===== src/rtl/snake_game_sequencer.sv =====
// -----------------------------------------------------------------------------
// snake_game_sequencer
//   Paces snake movement and sequences the game state (IDLE/RUN/PAUSE/OVER).
//   A prescaler issues one move_tick per move period. Each tick opens a step
//   with the body-update engine via step_req/step_done. The step result
//   (collision / food_eaten) is sampled only on an accepted step_done.
//
//   Optional feature macro: SEQ_SPEEDUP_EN
//     defined   : each food shortens the move period by TICK_DIV_STEP, down to
//                 a floor of TICK_DIV_MIN.
//     undefined : the move period stays at TICK_DIV_INIT; score still counts.
//
// Ports
//   clk           in   1        system clock
//   rst           in   1        synchronous, active-high reset
//   start_signal  in   1        level; player has pressed a direction
//   pause_btn     in   1        synchronised pause level (edge-detected here)
//   step_done     in   1        pulse: body engine finished the step
//   collision     in   1        step result, qualified by step_done
//   food_eaten    in   1        step result, qualified by step_done
//   move_tick     out  1        pulse at each step start / direction latch
//   step_req      out  1        high from move_tick through step_done
//   state         out  2        00 IDLE, 01 RUN, 10 PAUSE, 11 OVER
//   score         out  SCORE_W  food count, saturating
//   game_over     out  1        high in OVER
// -----------------------------------------------------------------------------
module snake_game_sequencer #(
    parameter int TICK_DIV_INIT = 25_000_000,
    parameter int TICK_DIV_MIN  = 5_000_000,
    parameter int TICK_DIV_STEP = 2_000_000,
    parameter int CNT_W         = 26,
    parameter int SCORE_W       = 8
) (
    input  logic               clk,
    input  logic               rst,
    input  logic               start_signal,
    input  logic               pause_btn,
    input  logic               step_done,
    input  logic               collision,
    input  logic               food_eaten,
    output logic               move_tick,
    output logic               step_req,
    output logic [1:0]         state,
    output logic [SCORE_W-1:0] score,
    output logic               game_over
);

    localparam logic [1:0] S_IDLE  = 2'b00;
    localparam logic [1:0] S_RUN   = 2'b01;
    localparam logic [1:0] S_PAUSE = 2'b10;
    localparam logic [1:0] S_OVER  = 2'b11;

    localparam logic [CNT_W-1:0] DIV_INIT = CNT_W'(TICK_DIV_INIT);

    logic [1:0]         state_r;
    logic [CNT_W-1:0]   cnt;
    logic [CNT_W-1:0]   div;
    logic [SCORE_W-1:0] score_r;
    logic               step_req_r;
    logic               pause_pend;
    logic               pause_q;

    logic               pause_rise;
    logic               done;
    logic               at_limit;
    logic               tick;
    logic [CNT_W-1:0]   div_dec;
    logic [SCORE_W-1:0] score_inc;

    assign pause_rise = pause_btn & ~pause_q;
    // A step_done with no step outstanding is stray and dropped with its result.
    assign done       = step_done & step_req_r;
    // >= rather than == so a period that shrank below cnt still fires at once.
    assign at_limit   = (cnt >= (div - CNT_W'(1)));
    // A pause edge with no outstanding step wins over a tick due in the same
    // cycle; cnt stays at its limit so the tick fires right after resume.
    assign tick       = !rst && (state_r == S_RUN) && !step_req_r && at_limit && !pause_rise;

`ifdef SEQ_SPEEDUP_EN
    localparam logic [CNT_W-1:0] DIV_MIN  = CNT_W'(TICK_DIV_MIN);
    localparam logic [CNT_W-1:0] DIV_STEP = CNT_W'(TICK_DIV_STEP);
    localparam logic [CNT_W:0]   DIV_KNEE = {1'b0, DIV_MIN} + {1'b0, DIV_STEP};

    // Subtract only when the result stays at or above the floor, so the
    // decrement can never wrap.
    always_comb begin
        div_dec = DIV_MIN;
        if ({1'b0, div} >= DIV_KNEE)
            div_dec = div - DIV_STEP;
    end
`else
    assign div_dec = div;
`endif

    assign score_inc = (score_r == '1) ? score_r : score_r + SCORE_W'(1);

    always_ff @(posedge clk) begin
        if (rst) begin
            state_r    <= S_IDLE;
            cnt        <= '0;
            div        <= DIV_INIT;
            score_r    <= '0;
            step_req_r <= 1'b0;
            pause_pend <= 1'b0;
            pause_q    <= 1'b0;
        end else begin
            pause_q <= pause_btn;
            case (state_r)
                S_IDLE: begin
                    cnt        <= '0;
                    pause_pend <= 1'b0;
                    if (start_signal)
                        state_r <= S_RUN;
                end
                S_RUN: begin
                    if (tick) begin
                        cnt        <= '0;
                        step_req_r <= 1'b1;
                    end else if (!at_limit) begin
                        cnt <= cnt + CNT_W'(1);
                    end

                    if (done) begin
                        step_req_r <= 1'b0;
                        pause_pend <= 1'b0;
                        if (collision) begin
                            state_r <= S_OVER;
                        end else begin
                            if (food_eaten) begin
                                score_r <= score_inc;
                                div     <= div_dec;
                            end
                            // A pause requested during the step lands now.
                            if (pause_pend || pause_rise)
                                state_r <= S_PAUSE;
                        end
                    end else if (pause_rise) begin
                        if (!step_req_r)
                            state_r <= S_PAUSE;
                        else
                            pause_pend <= 1'b1;
                    end
                end
                S_PAUSE: begin
                    if (pause_rise)
                        state_r <= S_RUN;
                end
                default: ;
            endcase
        end
    end

    assign move_tick = tick;
    assign step_req  = step_req_r | tick;
    assign state     = state_r;
    assign score     = score_r;
    assign game_over = (state_r == S_OVER);

endmodule

===== config.mk =====
export PLATFORM = sky130hd
export DESIGN_NAME = snake_game_sequencer
export DESIGN_NICKNAME = d
export VERILOG_FILES = /design/src/rtl/snake_game_sequencer.sv
export SDC_FILE = /design/constraint.sdc
export NUM_CORES = 1
export LEC_CHECK = 0
export ABC_CLOCK_PERIOD_IN_PS = 3150
export CORE_MARGIN = 2
export CORE_UTILIZATION = 55
export DETAILED_ROUTE_END_ITERATION = 10
export DONT_BUFFER_PORTS = 1
export PLACE_DENSITY = 0.7
export REMOVE_ABC_BUFFERS = 1
export SLEW_MARGIN = 20
export SYNTH_ARGS = -nofsm -noshare
export SYNTH_HDL_FRONTEND = slang
export SYNTH_SLANG_ARGS = --single-unit
export TNS_END_PERCENT = 5

===== constraint.sdc =====
create_clock -name clk -period 3.15 [get_ports clk]
set_clock_uncertainty 0.2 [all_clocks]
set_input_delay 0.7875 -clock clk [delete_from_list [all_inputs] [get_ports clk]]
set_output_delay 0.7875 -clock clk [all_outputs]
set_load 0.02 [all_outputs]

=== Word-level counts from Yosys, hierarchy flattened ===
Cells that the tools add are included.

* Add/subtract/negate cells: 2
* Order comparisons: 1
* Equality and inequality tests: 11
* Mux-type cells: 17
* Bitwise operators: 6
* Reductions and logical operators: 17

{| class="wikitable"
|+ Operators with widths
! kind !! count
|-
| two-way mux 26 bit || 2
|-
| case mux 26 bit (2 select lines) || 1
|-
| adder 26 x 1 -> 26 bit, second input constant || 1
|-
| greater-or-equal comparator 26 x 25 -> 1 bit, second input constant || 1
|-
| two-way mux 2 bit || 7
|-
| inequality test 3 bit, second input constant || 4
|-
| adder 8 x 1 -> 8 bit, second input constant || 1
|-
| == test 8 bit, second input constant || 1
|-
| case mux 2 bit (3 select lines) || 1
|-
| AND reduction 6 bit || 1
|-
| two-way mux 1 bit || 5
|-
| AND reduction 5 bit || 1
|-
| == test 2 bit, second input constant || 2
|-
| logical AND 1 bit || 4
|-
| inequality test 2 bit, second input constant || 2
|-
| inequality test 4 x 3 -> 1 bit, second input constant || 1
|-
| AND reduction 2 bit || 2
|-
| nonzero test 2 bit || 2
|-
| logical NOT 1 bit || 3
|-
| inverter 1 bit || 3
|-
| AND reduction 3 bit || 1
|-
| nonzero test 3 bit || 1
|-
| AND 1 bit || 2
|-
| == test 2 x 1 -> 1 bit, second input constant || 1
|-
| 4 further kinds || 4
|}

* Bits in registers: 39
* Output and inout bits: 13
* Logic and storage cells: 60

=== Depth between registers and ports, before layout ===
* Word-level depth: 7
* Mapped depth: 9
* Gate-level depth less buffers: 7

=== Worst setup path after synthesis ===
No wires, ideal clock.

* Kind: register to output
* Start point: register cnt[16]
* End point: output port step_req
* Data arrival time: 1895 ps
* Setup slack: 268 ps
* Cell stages (with the launch flop): 8
* Buffers on the path: 1
* Path through: dfxtp_1 > or3b_1 > nor4_2 > a22o_4 > buf_8 > nor2_4 > nor3_4 > or2_1

* Word-level cells in the longest chain between the ends: 4

{| class="wikitable"
|+ Ends and longest elaborated chain
! what !! line !! text
|-
| start, declared || 56 || <nowiki>logic [CNT_W-1:0] cnt;</nowiki>
|-
| start signal, assigned || 120 || <nowiki>cnt <= cnt + CNT_W'(1);</nowiki>
|-
| greater-or-equal comparator 26 x 25 -> 1 bit || 74 || <nowiki>assign at_limit = (cnt >= (div - CNT_W'(1)));</nowiki>
|-
| logical AND 1 bit (2 in series) || 77 || <nowiki>assign tick = !rst && (state_r == S_RUN) && !step_req_r && at_limit && !pause_rise;</nowiki>
|-
| via move_tick || 41 || <nowiki>output logic move_tick,</nowiki>
|-
| OR 1 bit || 154 || <nowiki>assign step_req = step_req_r | tick;</nowiki>
|-
| end, declared || 42 || <nowiki>output logic step_req,</nowiki>
|}

The timed path passes the listed nets, and every way through them passes these cells.

=== Worst setup path after layout ===
* Start point: register cnt[10]
* End point: output port step_req

* Word-level cells in the longest chain between the ends: 4

{| class="wikitable"
|+ Ends and longest elaborated chain
! what !! line
|-
| greater-or-equal comparator 26 x 25 -> 1 bit || 74
|-
| logical AND 1 bit (2 in series) || 77
|-
| OR 1 bit || 154
|}

No other way between the ends.

==> load_flow_metrics.sql <==
INSERT INTO impl_metrics (metric_group, metric, value, unit) VALUES
('global_routing', 'groute.usage.overall', '21.7', '%'),
('placed_design', 'hpwl', '2.96', 'mm'),
('final_layout', 'finish.net_count', '259', ''),
('floorplan', 'die_h', '65.9', 'um'),
('sta', 'final_period_minus_worst_setup_slack', '3020', 'ps'),
('synthesis', 'synth-edff-count', '0', ''),
('sta', 'setup_tns', '0', 'ps'),
('final_layout', 'post_route_cells_drive_above_1_share', '11.2', '%'),
('detailed_routing', 'drc_markers', '0', ''),
('worst_setup_path', 'timing.critical_path.slowest_cell_delay', '430', 'ps'),
('worst_setup_path', 'cpMaxStageDelayCell', 'sky130_fd_sc_hd__or3b_1', ''),
('synthesis', 'avgSynthCellArea', '8.33', 'um2'),
('worst_setup_path', 'wp_data_arrival', '2030', 'ps'),
('clocking', 'clk_root_buffer_cell', 'sky130_fd_sc_hd__clkbuf_8', ''),
('detailed_routing', 'detailroute.via_count', '1797', ''),
('power', 'power_density', '565', 'nW/um2'),
('synthesis', 'synth_seq_cells', '39', ''),
('power', 'power_frac_comb', '24.2', '%'),
('global_routing', 'first_global_vias', '1641', ''),
('clocking', 'clkSinkCount', '39', ''),
('detailed_routing', 'detail-route-antenna-nets', '0', ''),
('sta', 'rsz0062_at_grt', 'false', ''),
('power', 'power.net_switching', '0.387', 'mW'),
('min_path', 'min_from', 'cnt[25]$_SDFFE_PP0P_', ''),
('clocking', 'tritoncts', 'yes', ''),
('worst_setup_path', 'critical_path.n_buffers_inverters', '0', ''),
('synthesis', 'synth_simple_gate_area_share', '30.5', '%'),
('final_layout', 'final_cell_mix', '38 x sky130_fd_sc_hd__dfxtp_1, 29 x sky130_fd_sc_hd__nor2_1, 20 x sky130_fd_sc_hd__a21oi_1, 16 x sky130_fd_sc_hd__nand2_1, 13 x sky130_fd_sc_hd__nand4_1', ''),
('worst_setup_path', 'critPathRequiredTime', '2160', 'ps'),
('worst_setup_path', 'maximum_net_fanout_on_the_critical_path', '11', ''),
('synthesis', 'post_syn_area', '2110', 'um2'),
('floorplan', 'floorplan.initialDensity', '57.6', '%'),
('synthesis', 'ys_dominant_reg_cell', 'sky130_fd_sc_hd__dfxtp_1', ''),
('detailed_routing', 'detail_route.iter0.violations', '139', ''),
('global_routing', 'globalRoute.totalOverflow', '0', ''),
('clocking', 'worstSkewPairLatency', '300', 'ps'),
('worst_setup_path', 'setup.worst_path.class', 'register to output pin', ''),
('detailed_routing', 'totalWireLength', '4.33', 'mm'),
('power', 'peakVddDrop', '0.411', 'mV'),
('clocking', 'tritoncts_buffers', '5', ''),
('min_path', 'min-delay-path-class', 'register to register', ''),
('synthesis', 'yosys.area_share.xor_xnor', '4.57', '%'),
('synthesis', 'synth_async_sr_flop_share', '0', '%'),
('worst_setup_path', 'setup.worst_path.start_class', 'register', ''),
('sta', 'timing.slew.headroom', '37.4', '%'),
('synthesis', 'synth_top_area_cell', 'sky130_fd_sc_hd__dfxtp_1', ''),
('power', 'power.switching_fraction', '30.8', '%'),
('synthesis', 'synth.lib_cells_used.distinct', '58', ''),
('power', 'share_seq_of_total_power', '41.4', '%'),
('worst_setup_path', 'critPathCaptureType', 'output pin', ''),
('synthesis', 'synth_top_family_by_area', 'simple AND/OR/NAND/NOR gates', ''),
('final_layout', 'leading_cell_type_in_the_layout_fill_and_taps_excluded', 'sky130_fd_sc_hd__dfxtp_1', ''),
('clocking', 'htree_num_levels', '2', ''),
('sta', 'fmaxAchievable', '0.331', 'GHz'),
('job', 'number_of_violations_of_the_max_capacitance_limit', '0', ''),
('sta', 'timing_max_transition_violations_final', '0', ''),
('synthesis', 'yosys.area.top_type_share', '37.0', '%'),
('clocking', 'ctsHoldBuffers', '0', ''),
('global_routing', 'grt_start_max_net_pins', '26', ''),
('global_routing', 'antenna_violations_before_repair', '0', ''),
('outcome', 'run_status', 'completed', ''),
('sta', 'layout_worst_path_cycle_share', '95.9', '%'),
('floorplan', 'floorplan.core_area', '3660', 'um2'),
('placed_design', 'gp_routability_congestion', '0.860', ''),
('worst_setup_path', 'cp_top_family', 'simple AND/OR/NAND/NOR gates', ''),
('worst_setup_path', 'timing.critical_path.cells', 'or3b_1, nor4_2, a22o_4, nor2_4, nor3_4, or2_4', ''),
('synthesis', 'sequential_area_share_after_synthesis', '37.0', '%'),
('clocking', 'max_root_sink_buffers', '2', ''),
('detailed_routing', 'vias_per_cell', '6.01', ''),
('power', 'clkPwrFrac', '34.4', '%'),
('sta', 'hold-worst-slack', '294', 'ps');
-- stage by stage --
stage / cells / utilization, % / setup WS, ps / total power [mW] / cell area [um2]
2_1_floorplan: 239 / - / 298 / 0.761 / 2010
3_3_place_gp: 290 / 57.2 / 410 / 0.834 / 2090
3_5_place_dp: 290 / 57.2 / 361 / 0.834 / 2090
4_1_cts: 298 / 60.4 / 27.6 / 1.27 / 2210
5_1_grt: 299 / 60.8 / 43.9 / 1.32 / 2230
6_report: 299 / 60.8 / 129 / 1.26 / 2230
-- worst register-to-register path, delay by kind of cell, from the launching register on --
kind	cells	cell delay (ps)
fa+ha+maj	1	220
simple gates	2	880
flops	1	390
compound gates	4	670
-- repair_timing --
| item | 4_1_cts | 5_1_grt |
|---|---|---|
| buffers inserted | 0 | 1 |
| endpoints found under the setup margin | 0 | 2 |
| gates resized for setup | 0 | 3 |
-- area by class of cell --
class                      count  area [um2]  area share [%]
clock buffer                   6        82.6            3.71
clock inverter                 2        35.0            1.57
inverter                       6        22.5            1.01
multi-input combinational    194        1210            54.6
sequential                    39         782            35.1
tap                           48        60.1            2.70
timing repair buffer           4        30.0            1.35
-- Yosys cell counts (5+ instances only) --
cell and count:
sky130_fd_sc_hd__nor2_1 29, sky130_fd_sc_hd__inv_1 6, sky130_fd_sc_hd__nand2_1 16, sky130_fd_sc_hd__buf_2 5
sky130_fd_sc_hd__o21ai_0 5, sky130_fd_sc_hd__nor3_1 8, sky130_fd_sc_hd__dfxtp_1 39, sky130_fd_sc_hd__nand3_1 12
sky130_fd_sc_hd__a21oi_1 20, sky130_fd_sc_hd__and3_1 10, sky130_fd_sc_hd__o21ai_1 12, sky130_fd_sc_hd__xor2_1 9
sky130_fd_sc_hd__nand4_1 13
-- path summary, 6_finish.rpt --
| check | end | slack, ps | depth (start not counted) |
|---|---|---|---|
| max | step_req | 130 | 6 |
| max reg2reg | cnt[2]$_SDFFE_PP0P_ | 710 | 7 |
| min | cnt[25]$_SDFFE_PP0P_ | 290 | 1 |
| min reg2reg | cnt[25]$_SDFFE_PP0P_ | 290 | 1 |
-- power groups by stage --
stage	clock (mW)	sequential, mW	combinational (mW)
CTS	0.444	0.521	0.302
finish	0.433	0.521	0.304
global route	0.460	0.524	0.340
global placement	0	0.532	0.302
detailed placement	0	0.533	0.302
floorplan	0	0.560	0.201
-- logic make-up after synthesis --
| kind of cell | Yosys count |
|---|---|
| AND/OR/NAND/NOR | 115 |
| AO/OA/AOI/OAI | 63 |
| flip-flops | 39 |
| buffers and inverters | 20 |
| XOR/XNOR | 11 |
| multiplexers | 3 |
| adder cells (fa/ha/maj) | 2 |
-- flip-flops by register name, indices dropped and copies added (netlist names) --
name        cells
score           8
pause_pend      1
cnt            26
step_req_r      1
state           2
pause_q         1
-- per-layer routing --
| layer | vias to the layer above | wire length [um] | GRT usage [%] |
|---|---|---|---|
| met5 | - | 0 | 0 |
| met4 | 0 | 72 | 7.81 |
| met3 | 8 | 212 | 6.30 |
| met2 | 38 | 2010 | 34.3 |
| met1 | 832 | 2040 | 28.1 |
| li1 | 919 | - | - |
Note: power is estimated with default switching activity, not from simulation.
